--- config.mk ---
export PLATFORM = sky130hd
export DESIGN_NAME = sv_upsampler
export DESIGN_NICKNAME = d
export VERILOG_FILES = /design/src/rtl/sv_upsampler_pkg.sv /design/src/rtl/sv_upsampler.sv
export SDC_FILE = /design/constraint.sdc
export NUM_CORES = 1
export LEC_CHECK = 0
export BUFFER_PORTS_ARGS = -buffer_cell sky130_fd_sc_hd__clkbuf_2
export CORE_MARGIN = 8
export CORE_UTILIZATION = 50
export CTS_CLUSTER_SIZE = 24
export DETAILED_ROUTE_END_ITERATION = 10
export PLACE_DENSITY = 0.76
export SYNTH_ARGS = -nofsm -noshare
export SYNTH_HDL_FRONTEND = slang
export SYNTH_SLANG_ARGS = --single-unit
--- constraint.sdc ---
create_clock -name clk -period 1.8 [get_ports clk]
set_input_delay 0.09 -clock clk [delete_from_list [all_inputs] [get_ports clk]]
set_output_delay 0.09 -clock clk [all_outputs]
set_load 0.05 [all_outputs]
--- src/rtl/sv_upsampler_pkg.sv ---
// Shared definitions for the 2x interpolator: stream width and FSM state encoding.
package sv_upsampler_pkg;

    // Default sample width; matches the state-variable filter's stream width.
    localparam int SAMPLE_WIDTH = 16;

    // Pair-emission sequence: init -> wait for input -> midpoint -> current sample.
    typedef enum logic [1:0] {
        S_INIT = 2'd0,
        S_WAIT = 2'd1,
        S_MID  = 2'd2,
        S_CUR  = 2'd3
    } state_e;

endpackage

--- src/rtl/sv_upsampler.sv ---
// 2x interpolator: each accepted input sample produces a midpoint sample
// (tuser=1) followed by the sample itself (tuser=0) on the master stream.
module sv_upsampler
    import sv_upsampler_pkg::*;
#(
    parameter int WIDTH  = SAMPLE_WIDTH,
    parameter bit LINEAR = 1'b1
) (
    input  logic             clk,
    input  logic             reset,
    input  logic             tvalid_slave,
    output logic             tready_slave,
    input  logic [WIDTH-1:0] tdata_slave,
    output logic             tvalid_master,
    input  logic             tready_master,
    output logic [WIDTH-1:0] tdata_master,
    output logic             tuser_master
);

    state_e             state_q,         state_d;
    logic               tready_slave_q,  tready_slave_d;
    logic               tvalid_master_q, tvalid_master_d;
    logic [WIDTH-1:0]   tdata_master_q,  tdata_master_d;
    logic               tuser_master_q,  tuser_master_d;
    // Last accepted sample. It is the "previous" operand when the next input
    // arrives and the value emitted second in the current pair.
    logic [WIDTH-1:0]   cur_sample_q,    cur_sample_d;

    logic               in_xfer_s;
    logic               out_xfer_s;
    logic signed [WIDTH:0] sum_s;
    logic [WIDTH-1:0]   mid_s;

    // Handshakes and the midpoint: sign-extended sum, arithmetic shift (floor), truncate.
    always_comb begin
        in_xfer_s  = tvalid_slave & tready_slave_q;
        out_xfer_s = tvalid_master_q & tready_master;
        sum_s      = $signed({cur_sample_q[WIDTH-1], cur_sample_q})
                   + $signed({tdata_slave[WIDTH-1], tdata_slave});
        if (LINEAR) begin
            mid_s = WIDTH'(sum_s >>> 1);
        end else begin
            mid_s = tdata_slave;
        end
    end

    // Next-state and next-output computation for the pair sequencer.
    always_comb begin
        state_d         = state_q;
        tready_slave_d  = tready_slave_q;
        tvalid_master_d = tvalid_master_q;
        tdata_master_d  = tdata_master_q;
        tuser_master_d  = tuser_master_q;
        cur_sample_d    = cur_sample_q;
        case (state_q)
            S_INIT: begin
                tready_slave_d = 1'b1;
                state_d        = S_WAIT;
            end
            S_WAIT: begin
                tvalid_master_d = 1'b0;
                if (in_xfer_s) begin
                    cur_sample_d    = tdata_slave;
                    tdata_master_d  = mid_s;
                    tuser_master_d  = 1'b1;
                    tvalid_master_d = 1'b1;
                    tready_slave_d  = 1'b0;
                    state_d         = S_MID;
                end else begin
                    state_d = S_WAIT;
                end
            end
            S_MID: begin
                if (out_xfer_s) begin
                    tdata_master_d = cur_sample_q;
                    tuser_master_d = 1'b0;
                    state_d        = S_CUR;
                end else begin
                    state_d = S_MID;
                end
            end
            S_CUR: begin
                if (out_xfer_s) begin
                    tvalid_master_d = 1'b0;
                    tuser_master_d  = 1'b0;
                    tready_slave_d  = 1'b1;
                    state_d         = S_WAIT;
                end else begin
                    state_d = S_CUR;
                end
            end
            default: begin
                state_d = S_INIT;
            end
        endcase
    end

    // State and output registers; reset discards any pending pair.
    always_ff @(posedge clk) begin
        if (reset) begin
            state_q         <= S_INIT;
            tready_slave_q  <= 1'b0;
            tvalid_master_q <= 1'b0;
            tdata_master_q  <= {WIDTH{1'b0}};
            tuser_master_q  <= 1'b0;
            cur_sample_q    <= {WIDTH{1'b0}};
        end else begin
            state_q         <= state_d;
            tready_slave_q  <= tready_slave_d;
            tvalid_master_q <= tvalid_master_d;
            tdata_master_q  <= tdata_master_d;
            tuser_master_q  <= tuser_master_d;
            cur_sample_q    <= cur_sample_d;
        end
    end

    assign tready_slave  = tready_slave_q;
    assign tvalid_master = tvalid_master_q;
    assign tdata_master  = tdata_master_q;
    assign tuser_master  = tuser_master_q;

endmodule

==> impl_summary.md <==
Power and ir drop
The part of the total power dissipated in the clock network is 0.307. The power consumption is 1.94 mW. Of the total power, registers draw 0.452.

The leakage power figure is 1.21 nW. The net load switching power is 0.636 mW. The switching part of the total is 0.328. For this design the ratio of total power to cell area is 646 nW/um2. The largest vdd supply drop is 0.535 mV. Cell internal power was estimated by the tool at 1.30 mW.

The portion of total power attributed to combinational logic is 0.241.

STA
Between clock sinks in the finished design, the worst skew comes to 0.00675 ns. For the pin with the worst max-slew slack, the measured transition is 0.496 ns. Headroom to the max-slew limit came out at 0.666.

The final-report setup violation count is 7. Derived from the worst setup path, the maximum achievable clock frequency is 504 MHz. The number of hold violations in the final report is 0.

Setup repair after global routing could not meet its margin everywhere. The number of max-slew violations in the final report is 0. After layout, the minimum clock period comes to 1.98 ns.

The final setup slack of the worst path is -0.184 ns. Dividing the final minimum period by the clock period gives 1.10. The final hold slack is 0.0219 ns.

Synth
The Yosys step of the flow raised 0 warnings. The most instantiated library cell after synthesis is sky130_fd_sc_hd__nand2_1. The share of the Yosys chip area taken by registers is 0.330. Sorting the synthesized cells by area gives the leading types as sky130_fd_sc_hd__dfxtp_1 33%, sky130_fd_sc_hd__nand2_1 9.7%, sky130_fd_sc_hd__a21oi_1 8.5%. After synthesis, the share of flip-flops with an asynchronous set or reset is 0. Ranked by instance count, the synthesized netlist is headed by 58 x sky130_fd_sc_hd__nand2_1, 38 x sky130_fd_sc_hd__a21oi_1, 37 x sky130_fd_sc_hd__dfxtp_1, 19 x sky130_fd_sc_hd__nor2_1, 15 x sky130_fd_sc_hd__ha_1. The cell count after synthesis came out at 283.

The share of synthesized area in the top cell type comes to 0.330. The most used flip-flop cell after synthesis is sky130_fd_sc_hd__dfxtp_1. The number of enable-type register cells in the synthesized netlist is 0. The number of distinct standard cells referenced by the synthesized netlist is 46. In this run the mean area of a mapped cell was 7.93 um2. After synthesis the netlist holds a flip-flop and latch count of 37. The synthesized area is 2240 um2. The library cell with the largest summed area after synthesis is sky130_fd_sc_hd__dfxtp_1.

Synthesis produced a netlist with a net count of 319.

Clocking
The tree is rooted in a sky130_fd_sc_hd__clkbuf_8. The TritonCTS clock tree is yes. The post-CTS clock slew at the launch and capture registers of the worst setup and hold paths is 0.08 ns. Counting every sink on the clock net gives 37.

The clock latency at the later pin of the worst-skew pair is 0.30 ns. CTS built an H-tree with a depth of 2. Clock tree synthesis inserted a total of 5 buffers. The clock passes through at most 2 buffers. The number of buffers added to fix hold violations after cts is 0.

Critical path
On the critical path, the stage with the largest delay is an instance of sky130_fd_sc_hd__fa_2. STA classifies the critical path startpoint as a flop. Of all nets on the critical path, the largest fanout is 3. Data on the critical path arrives at its endpoint at 2.20 ns. The count of buffering cells on the critical path with inverters included is 0. The worst setup path is captured at a flop. The longest individual stage delay on the worst path is 0.35 ns.

The critical path goes through and2_4 > fa_2 > a21oi_2 > o211a_1 > nor3_4 > a211oi_2 > xor2_1 > a221oi_2. Data on the critical path is required at its endpoint by 2.02 ns. The worst setup path is of the reg2reg kind.

The cell family with the largest share of critical-path delay is compound AO/OA/AOI/OAI gates.

Job
Max-cap violations in this run came to 0.

Detailed routing
For this block, the initial DRC count from the detailed router was 188. In the routed layout, each cell is associated on average with a via count of 5.91. In the routed design, unresolved DRC markers number 0. The count of nets left with antenna violations once routing finished came out at 0.

The routed layout has 2369 vias. The total detailed-routing wirelength is 6890 um. The first-pass detailed-route iteration total is 4. In the final routed layout, each cell accounts on average for 17.2 um.

Final layout
0 antenna diodes ended up in the layout. The fraction of layout instances using a drive strength above 1 is 0.355. At the end of the flow, the number of nets in the layout was 384. The layout overhead on the synthesized area is 33.7%.

Leaving out filler cells and counting taps, the final layout contains 401. The total non-filler cell area in the finished layout is 3000 um2.

Floorplan
Measured along the y axis, the die boundary spans 83 um. After floorplanning, the core was sized to cover 4350 um2. The top-level port count is 39.

For this configuration, the core starts out at a cell density of 0.516. The die covers 6890 um2. The floorplan step set the die width to 83 um. The total number of placement rows is 24.

Run status
The run finished, with violations left. The final reports fail on negative setup slack.

Global route
The first global-routing pass estimated 10500 um of wire. The number of global-route vias before repair is 2304. Entering global routing, the biggest net connects 23 pins.

For this run, the total global-route usage over all layers was measured as 0.181. For this run the aggregate overflow at the end of global routing stands at 0. The number of antenna violations at the first check in global routing was 0.

Placed design
Port buffering added 38 buffers. The placer congestion estimate is 0.906. In this run the cell area measured after placement is 2700 um2. The placed cell count is 390. After legalization and detailed placement, the total HPWL measured 4550 um.

Hold path
The worst hold path belongs to the class in2reg.
==> per-stage QoR <==
step	worst slack [ns]	TNS, ns	util
2_1_floorplan	-0.00720	-0.00720	-
3_3_place_gp	-0.0632	-0.244	0.619
3_5_place_dp	-0.148	-0.703	0.619
4_1_cts	-0.148	-0.423	0.651
5_1_grt	-0.217	-1.18	0.689
6_report	-0.184	-0.559	0.689
==> repair_timing <==
item,4_1_cts,5_1_grt
setup buffers,2,1
gates resized for setup,6,31
setup endpoints to repair,11,12
hold endpoints to repair,0,0
pin swaps,5,17
==> path summary, 6_finish.rpt <==
path | from | endpoint | slack, ns | depth (start not counted)
worst max-delay path | cur_sample_q[0] | tdata_master[13] | -0.18 | 8
worst min-delay path | tdata_slave[3] | cur_sample_q[3] | 0.02 | 3
worst max register to register | cur_sample_q[0] | tdata_master[13] | -0.18 | 8
worst min register to register | tdata_master[1] | tdata_master[1] | 0.46 | 2
==> layout make-up <==
cell class,count,area (um2)
repair buffers,75,468
clock buffers,6,72.6
fillers,365,1350
flip-flops and latches,37,751
inverters,5,18.8
clock inverters,2,10.0
multi-input cells,224,1620
well taps,52,65.1
==> worst min-delay path, delay by kind of cell <==
family          cells  cell delay (ns)
compound gates      1             0.05
buf+inv             1             0.09
simple gates        1             0.05
==> routing by layer <==
layer | wire length [um] | global-route usage | part of all wire
met1 | 2790 | 0.205 | 0.40
met2 | 3410 | 0.306 | 0.50
met3 | 547 | 0.0469 | 0.079
met4 | 141 | 0.0863 | 0.020
met5 | 0 | 0 | 0
==> logic make-up (layout without fill, tap and decap cells) <==
group	after synthesis	after routing	share of synthesized area
compound gates	91	91	0.273
xor+xnor	11	11	0.0429
fa+ha+maj	16	16	0.0925
buf+inv	22	88	0.0429
flops	37	37	0.330
simple gates	106	106	0.219
==> power by group through the flow <==
stage	registers (mW)	logic (mW)	clock network, mW
after floorplan	0.950	0.208	0
after global placement	0.892	0.404	0
after detailed placement	0.893	0.411	0
after CTS	0.875	0.424	0.593
after global routing	0.880	0.504	0.631
final	0.877	0.468	0.595
==> registers in the layout (all words and copies together), names as in the netlist <==
signal / count
cur_sample_q: 16
state_q: 2
tdata_master: 16
tready_slave: 1
tvalid_master: 1
tuser_master: 1
==> layout by cell type (no fill, tap or decap), types with 3 or more instances in the layout <==
master and n:
sky130_fd_sc_hd__nand2_1 56, sky130_fd_sc_hd__clkbuf_2 38, sky130_fd_sc_hd__buf_4 37, sky130_fd_sc_hd__a21oi_1 35, sky130_fd_sc_hd__dfxtp_1 31, sky130_fd_sc_hd__nor2_1 18
sky130_fd_sc_hd__o21ai_0 10, sky130_fd_sc_hd__xnor2_1 8, sky130_fd_sc_hd__ha_4 8, sky130_fd_sc_hd__ha_1 7, sky130_fd_sc_hd__a211oi_1 6, sky130_fd_sc_hd__nor3_1 6
sky130_fd_sc_hd__inv_1 5, sky130_fd_sc_hd__nand3_1 5, sky130_fd_sc_hd__clkbuf_8 5, sky130_fd_sc_hd__dfxtp_2 5, sky130_fd_sc_hd__o21ai_1 4, sky130_fd_sc_hd__a311oi_1 4
sky130_fd_sc_hd__a21oi_4 3, sky130_fd_sc_hd__a21oi_2 3, sky130_fd_sc_hd__o211ai_1 3, sky130_fd_sc_hd__xor2_1 3, sky130_fd_sc_hd__a221oi_2 3
No activity file was read; power rests on OpenSTA's default activity.
